## config.mk

```make
export PLATFORM = sky130hd
export DESIGN_NAME = video_mixer_ng
export DESIGN_NICKNAME = d
export VERILOG_FILES = /design/src/rtl/video_mixer_ng_pkg.sv /design/src/rtl/video_mixer_ng_measure.sv /design/src/rtl/video_mixer_ng.sv
export SDC_FILE = /design/constraint.sdc
export NUM_CORES = 1
export LEC_CHECK = 0
export ABC_AREA = 1
export CORE_ASPECT_RATIO = 1.4
export CORE_MARGIN = 5
export CORE_UTILIZATION = 60
export DETAILED_ROUTE_END_ITERATION = 8
export DONT_BUFFER_PORTS = 1
export PLACE_DENSITY = 0.75
export SYNTH_ARGS = -nofsm -noshare
export SYNTH_HDL_FRONTEND = slang
export SYNTH_SLANG_ARGS = --single-unit
export TNS_END_PERCENT = 1
```

## constraint.sdc

```tcl
create_clock -name CLK_VIDEO -period 1.5 [get_ports CLK_VIDEO]
set_input_delay 0.15 -clock CLK_VIDEO [delete_from_list [all_inputs] [get_ports CLK_VIDEO]]
set_output_delay 0.15 -clock CLK_VIDEO [all_outputs]
set_load 0.1 [all_outputs]
```

## src/rtl/video_mixer_ng_pkg.sv

```systemverilog
// video_mixer_ng_pkg
// Shared types and helpers for the video_mixer_ng output mixer.
//   scanline_mode_t : brightness applied to odd lines (off, 75 %, 50 %, 25 %)
//   expand8         : widen a w-bit colour (held in the low bits) to 8 bits
//                     by MSB-first bit replication
//   sl_scale        : apply a scanline brightness mode to an 8-bit channel
package video_mixer_ng_pkg;

  typedef enum logic [1:0] {
    SL_OFF = 2'd0,
    SL_75  = 2'd1,
    SL_50  = 2'd2,
    SL_25  = 2'd3
  } scanline_mode_t;

  // Output bit 7-i takes input bit (w-1 - i mod w): the value is repeated
  // from its MSB downwards until 8 bits are filled.
  function automatic logic [7:0] expand8(input logic [7:0] v, input int unsigned w);
    logic [7:0] e;
    e = '0;
    for (int unsigned i = 0; i < 8; i++) begin
      e[3'(7 - i)] = v[3'(w - 1 - (i % w))];
    end
    return e;
  endfunction

  function automatic logic [7:0] sl_scale(input logic [7:0] c, input scanline_mode_t m);
    logic [7:0] s;
    case (m)
      SL_75:   s = c - {2'b00, c[7:2]};
      SL_50:   s = {1'b0, c[7:1]};
      SL_25:   s = {2'b00, c[7:2]};
      default: s = c;
    endcase
    return s;
  endfunction

endpackage

```

## src/rtl/video_mixer_ng_measure.sv

```systemverilog
// vmix_measure
// Active-area measurement on the registered output timing.
//   CLK_VIDEO, reset : clock, synchronous active-high reset
//   ce, de, vs       : output pixel enable, data enable and vsync
//   hact             : last non-zero active pixel count per line (saturating)
//   vact             : active lines counted in the last frame (saturating)
//   meas_valid       : hact/vact come from a complete frame and are non-zero
module vmix_measure
  import video_mixer_ng_pkg::*;
#(
  parameter int unsigned HCNT_W = 12,
  parameter int unsigned VCNT_W = 11
) (
  input  logic              CLK_VIDEO,
  input  logic              reset,
  input  logic              ce,
  input  logic              de,
  input  logic              vs,
  output logic [HCNT_W-1:0] hact,
  output logic [VCNT_W-1:0] vact,
  output logic              meas_valid
);

  logic              de_d, vs_d, seen_vs;
  logic              de_fall, vs_rise;
  logic [HCNT_W-1:0] pix_cnt, hact_nxt;
  logic [VCNT_W-1:0] line_cnt, line_nxt;

  // Line closing is resolved combinationally so that a VS rise in the same
  // cycle as a DE fall captures the line that just ended.
  always_comb begin
    de_fall  = de_d & ~de;
    vs_rise  = vs & ~vs_d;
    hact_nxt = hact;
    line_nxt = line_cnt;
    if (de_fall) begin
      if (pix_cnt != '0) hact_nxt = pix_cnt;
      if (line_cnt != '1) line_nxt = line_cnt + 1'b1;
    end
  end

  always_ff @(posedge CLK_VIDEO) begin
    if (reset) begin
      de_d       <= 1'b0;
      vs_d       <= 1'b0;
      seen_vs    <= 1'b0;
      pix_cnt    <= '0;
      line_cnt   <= '0;
      hact       <= '0;
      vact       <= '0;
      meas_valid <= 1'b0;
    end else begin
      de_d <= de;
      vs_d <= vs;
      hact <= hact_nxt;
      if (de_fall)
        pix_cnt <= '0;
      else if (ce && de && pix_cnt != '1)
        pix_cnt <= pix_cnt + 1'b1;
      if (vs_rise) begin
        vact     <= line_nxt;
        line_cnt <= '0;
        seen_vs  <= 1'b1;
        // The frame ending at the first VS after reset is partial.
        if (seen_vs) meas_valid <= (line_nxt != '0) && (hact_nxt != '0);
      end else begin
        line_cnt <= line_nxt;
      end
    end
  end

endmodule

```

## src/rtl/video_mixer_ng.sv

```systemverilog
// video_mixer_ng
// Output mixer between the core's native video and the HDMI/VGA stage:
// colour expansion to 8 bits, freeze blanking, ce_pix pulse/divided-clock
// detection, odd-line scanline darkening and a two-stage output register.
// Optional measurement unit enabled by defining VMIX_MEASURE_EN; otherwise
// hact, vact and meas_valid are tied to 0.
//   CLK_VIDEO, reset          : video clock, synchronous active-high reset
//   ce_pix                    : input pixel enable pulse or divided pixel clock
//   R, G, B                   : input colour, COLOR_W bits each
//   HSync, VSync, HBlank, VBlank : positive sync/blank inputs
//   freeze                    : asynchronous colour-freeze request
//   scanlines                 : odd-line brightness (0 off, 1 75%, 2 50%, 3 25%)
//   CE_PIXEL                  : output pixel enable
//   VGA_R/G/B, VGA_HS/VS/DE   : registered output video
//   hact, vact, meas_valid    : measured active area
module video_mixer_ng
  import video_mixer_ng_pkg::*;
#(
  parameter int unsigned COLOR_W = 8,
  parameter int unsigned HCNT_W  = 12,
  parameter int unsigned VCNT_W  = 11
) (
  input  logic               CLK_VIDEO,
  input  logic               reset,
  input  logic               ce_pix,
  input  logic [COLOR_W-1:0] R,
  input  logic [COLOR_W-1:0] G,
  input  logic [COLOR_W-1:0] B,
  input  logic               HSync,
  input  logic               VSync,
  input  logic               HBlank,
  input  logic               VBlank,
  input  logic               freeze,
  input  logic [1:0]         scanlines,
  output logic               CE_PIXEL,
  output logic [7:0]         VGA_R,
  output logic [7:0]         VGA_G,
  output logic [7:0]         VGA_B,
  output logic               VGA_HS,
  output logic               VGA_VS,
  output logic               VGA_DE,
  output logic [HCNT_W-1:0]  hact,
  output logic [VCNT_W-1:0]  vact,
  output logic               meas_valid
);

  logic           frz_m, frz;
  logic           ce_d, ce_osc, fs_osc;
  logic           hs_in_d, vs_in_d, parity;
  logic [7:0]     r1, g1, b1;
  logic           hs1, vs1, vs1_d, hde1, vde1;
  logic           old_hde;
  logic [7:0]     r_x, g_x, b_x;
  scanline_mode_t mode;

  always_comb begin
    mode = parity ? scanline_mode_t'(scanlines) : SL_OFF;
    r_x  = frz ? '0 : sl_scale(expand8(8'(R), COLOR_W), mode);
    g_x  = frz ? '0 : sl_scale(expand8(8'(G), COLOR_W), mode);
    b_x  = frz ? '0 : sl_scale(expand8(8'(B), COLOR_W), mode);
  end

  always_ff @(posedge CLK_VIDEO) begin
    if (reset) begin
      frz_m    <= 1'b0;
      frz      <= 1'b0;
      ce_d     <= 1'b0;
      ce_osc   <= 1'b0;
      fs_osc   <= 1'b0;
      CE_PIXEL <= 1'b0;
      hs_in_d  <= 1'b0;
      vs_in_d  <= 1'b0;
      parity   <= 1'b0;
      r1       <= '0;
      g1       <= '0;
      b1       <= '0;
      hs1      <= 1'b0;
      vs1      <= 1'b0;
      vs1_d    <= 1'b0;
      hde1     <= 1'b0;
      vde1     <= 1'b0;
      old_hde  <= 1'b0;
      VGA_R    <= '0;
      VGA_G    <= '0;
      VGA_B    <= '0;
      VGA_HS   <= 1'b0;
      VGA_VS   <= 1'b0;
      VGA_DE   <= 1'b0;
    end else begin
      frz_m <= freeze;
      frz   <= frz_m;

      // Any toggle of ce_pix during a frame marks it as oscillating; the
      // classification is latched once per frame at the stage-1 vs edge.
      ce_d  <= ce_pix;
      vs1_d <= vs1;
      if (vs1 && !vs1_d) begin
        fs_osc <= ce_osc;
        ce_osc <= 1'b0;
      end else if (ce_pix != ce_d) begin
        ce_osc <= 1'b1;
      end
      CE_PIXEL <= fs_osc ? (ce_pix & ~ce_d) : ce_pix;

      hs_in_d <= HSync;
      vs_in_d <= VSync;
      if (VSync && !vs_in_d)
        parity <= 1'b0;
      else if (HSync && !hs_in_d)
        parity <= ~parity;

      r1   <= r_x;
      g1   <= g_x;
      b1   <= b_x;
      hs1  <= HSync;
      vs1  <= VSync;
      hde1 <= ~HBlank;
      vde1 <= ~VBlank;

      if (CE_PIXEL) begin
        VGA_R   <= r1;
        VGA_G   <= g1;
        VGA_B   <= b1;
        VGA_HS  <= hs1;
        VGA_VS  <= vs1;
        old_hde <= hde1;
        // DE only changes on horizontal transitions, so a VBlank edge
        // mid-line never cuts a line short.
        if (hde1 != old_hde) VGA_DE <= vde1 & hde1;
      end
    end
  end

`ifdef VMIX_MEASURE_EN
  vmix_measure #(
    .HCNT_W (HCNT_W),
    .VCNT_W (VCNT_W)
  ) u_measure (
    .CLK_VIDEO  (CLK_VIDEO),
    .reset      (reset),
    .ce         (CE_PIXEL),
    .de         (VGA_DE),
    .vs         (VGA_VS),
    .hact       (hact),
    .vact       (vact),
    .meas_valid (meas_valid)
  );
`else
  assign hact       = '0;
  assign vact       = '0;
  assign meas_valid = 1'b0;
`endif

endmodule

```

==> key figures <==
Run status
  • Status: finished, final reports clean

Critical path
  • Worst path arrival time: between 1500 and 2000 ps
  • Req. time, crit path: roughly 1800 ps
  • Worst reg2reg path depth: 6
  • Crit start category: flop
  • Crit end category: flop
  • Crit Path Class: reg2reg
  • Crit path max fanout: 7

Finish
  • Layout Cells excl Fill: approximately 630
  • Most common cell after layout, fill and taps aside: nand2_1
  • Most frequent cells in the layout: nand2_1, nor2_1, inv_1
  • Ant. Diodes: 0
  • Synth-to-Final Area Change: 15.4%
  • Final design area excluding fillers: between 4000 and 5000 µm²
  • Final core utilization: just over 70%
  • Filler instances: a little over 500
  • Final #Nets: between 600 and 700
  • Layout cells sized above 1: about an eighth

CTS
  • H-tree levels: 3
  • Longest Clk Path Bufs: 2
  • Post-CTS setup buffers: 0
  • Clk_lat worst skew: approximately 330 ps
  • Clk root buf: clkbuf_8
  • Inserted Clock Buffers: 9
  • Number of clock sinks: 64
  • CTS tree: built
  • Clock transition at path regs: 70 ps

Yosys
  • Unique masters post-synth: 32
  • Register area share after synthesis: between 30% and 40%
  • #FFs+latches synth: 64
  • Async SR Flop Fraction: 0%
  • Yosys warns: 0
  • Cell area after synthesis: 3530 µm²
  • Top FF cell, synth: dfxtp_1
  • Mean area per synthesized cell: between 7 and 8 µm²
  • EDFF count, synth: 0
  • Syn Inst Count: roughly 500

Run
  • Max Cap Viol: 0

Global route
  • Initial antenna violation count: 0
  • Global-route wire length before repair: ~14,000 µm
  • Largest net degree at the start of global routing: 32
  • Grt ovf: 0
  • All-Layer GR Usage: a little under a quarter
  • Vias in the first global route: ~3,300

Timing
  • Unrepaired setup endpoints after global routing: false
  • Fin. Hold Viols: 0
  • Setup ws final: between 100 and 150 ps
  • Final Cycle Share: 93.3%
  • Final clock skew: around 8.2 ps
  • Worst Max-Slew Pin Slew: between 400 and 500 ps
  • Hold WS: around 16 ps
  • Setup TNS: 0 ps
  • Setup violations, final: 0
  • Min cycle time layout: 1400 ps
  • Fmax: a little over 700 MHz
  • Final Slew Violations: 0
  • Worst rel slew slack: 66.6%

Power
  • Peak VDD IR: ~0.00052 V
  • Power per Cell Area: between 1000 and 1500 nW/µm²
  • Tot Pwr: around 4.5 mW
  • Static leakage: 2.06 nW

Place
  • Placed cell area: between 3000 and 4000 µm²
  • DP Worst Slack: -2.20 ps
  • Port Buffer Count: 0
  • Placed insts: around 600
  • Post-DP HPWL: between 6000 and 7000 µm
  • GP Congestion: roughly 0.9

Detailed routing
  • Routed Antenna Nets: 0
  • Total Wirelength: approximately 8400 µm
  • DRC viols: 0
  • Initial DRC count: roughly 220
  • 1st-pass router iterations: 4
  • Vias per cell: 5.28
  • Routed vias: 3,318
  • Average wire per standard cell: 13.4 µm

Die
  • Io pins: 86
  • Initial Util: about three fifths
  • Core Footprint: ~5800 µm²
  • Die Height: 101 µm
  • DIE AREA: approximately 7500 µm²
  • Row count: 33
  • Chip Width: 74.8 µm

Hold path
  • Worst Hold Path Cells: 2
  • Hold WC Path Type: in2reg
-- cell usage after synthesis (5+ instances only) --
cell type  instances  area share, %
nand2_1           78            8.3
nor2_1            73            7.8
inv_1             66            7.0
dfxtp_1           64             36
o21ai_0           50            7.1
nand3_1           35            5.0
a21oi_1           33            4.7
buf_4             25            5.3
ha_1              19            6.7
clkbuf_1          10            1.1
o2111ai_1          5            1.2
-- worst paths after layout --
| check | startpoint | end | slack [ps] |
|---|---|---|---|
| max | parity | g1[5] | 100 |
| min | B[5] | b1[3] | 20 |
| max reg2reg | parity | g1[5] | 100 |
| min reg2reg | frz_m | frz | 430 |
-- metal layers --
layer  up-vias  part of all wire, %  global-route usage [%]
met5         -                    0                       0
met4         0                  1.5                    10.5
met3        10                  7.7                    4.89
met2       128                   51                    41.1
met1      1494                   40                    25.8
li1       1686                    -                       -
-- flip-flops by register name (all words and copies together), names as in the netlist --
| name | count |
|---|---|
| VGA_B | 8 |
| VGA_G | 8 |
| VGA_R | 8 |
| b1 | 8 |
| g1 | 8 |
| r1 | 8 |
| CE_PIXEL | 1 |
| VGA_DE | 1 |
| VGA_HS | 1 |
| VGA_VS | 1 |
| ce_d | 1 |
| ce_osc | 1 |
| frz | 1 |
| frz_m | 1 |
| fs_osc | 1 |
| hde1 | 1 |
| hs1 | 1 |
| old_hde | 1 |
| parity | 1 |
| vde1 | 1 |
| vs1 | 1 |
| vs1_d | 1 |
-- power breakdown --
group	leakage (nW)	switching [mW]	internal (mW)	total, mW
clock network	0.0813	0.629	0.638	1.27
registers	0.529	0.0505	1.82	1.88
logic	1.45	1.07	0.318	1.39
total	2.06	1.75	2.78	4.53
-- what timing repair did --
item                                    CTS  global route
hold buffers                             12             0
endpoints found under the hold margin    18             0
endpoints found under the setup margin    0             1
resized for setup                         0             1
-- critical path, stage by stage, from the launching register on --
cell,delay [ps]
dfxtp_1,420
nand2_2,190
inv_2,110
nand2_1,170
o22ai_1,200
nor2_1,80
a21oi_1,160
-- kinds of logic (layout without fill, tap and decap cells) --
group / after synthesis / in the layout / share of synthesized area [%]
simple gates: 205 / 205 / 24.5
buf+inv: 108 / 140 / 14.5
compound gates: 102 / 102 / 15.7
flops: 64 / 64 / 36.3
fa+ha+maj: 22 / 22 / 8.44
xor+xnor: 2 / 2 / 0.496
other cells: 1 / 24 / 0.106
-- cell type report --
cell class,instances,area (µm²),area share [%]
clock inverters,5,32.5,0.799
inverters,69,259,6.36
flip-flops and latches,64,1280,31.5
repair buffers,55,447,11.0
multi-input cells,355,1820,44.8
clock buffers,11,141,3.47
well taps,70,87.6,2.15
Power figures use the tool's default switching activity.
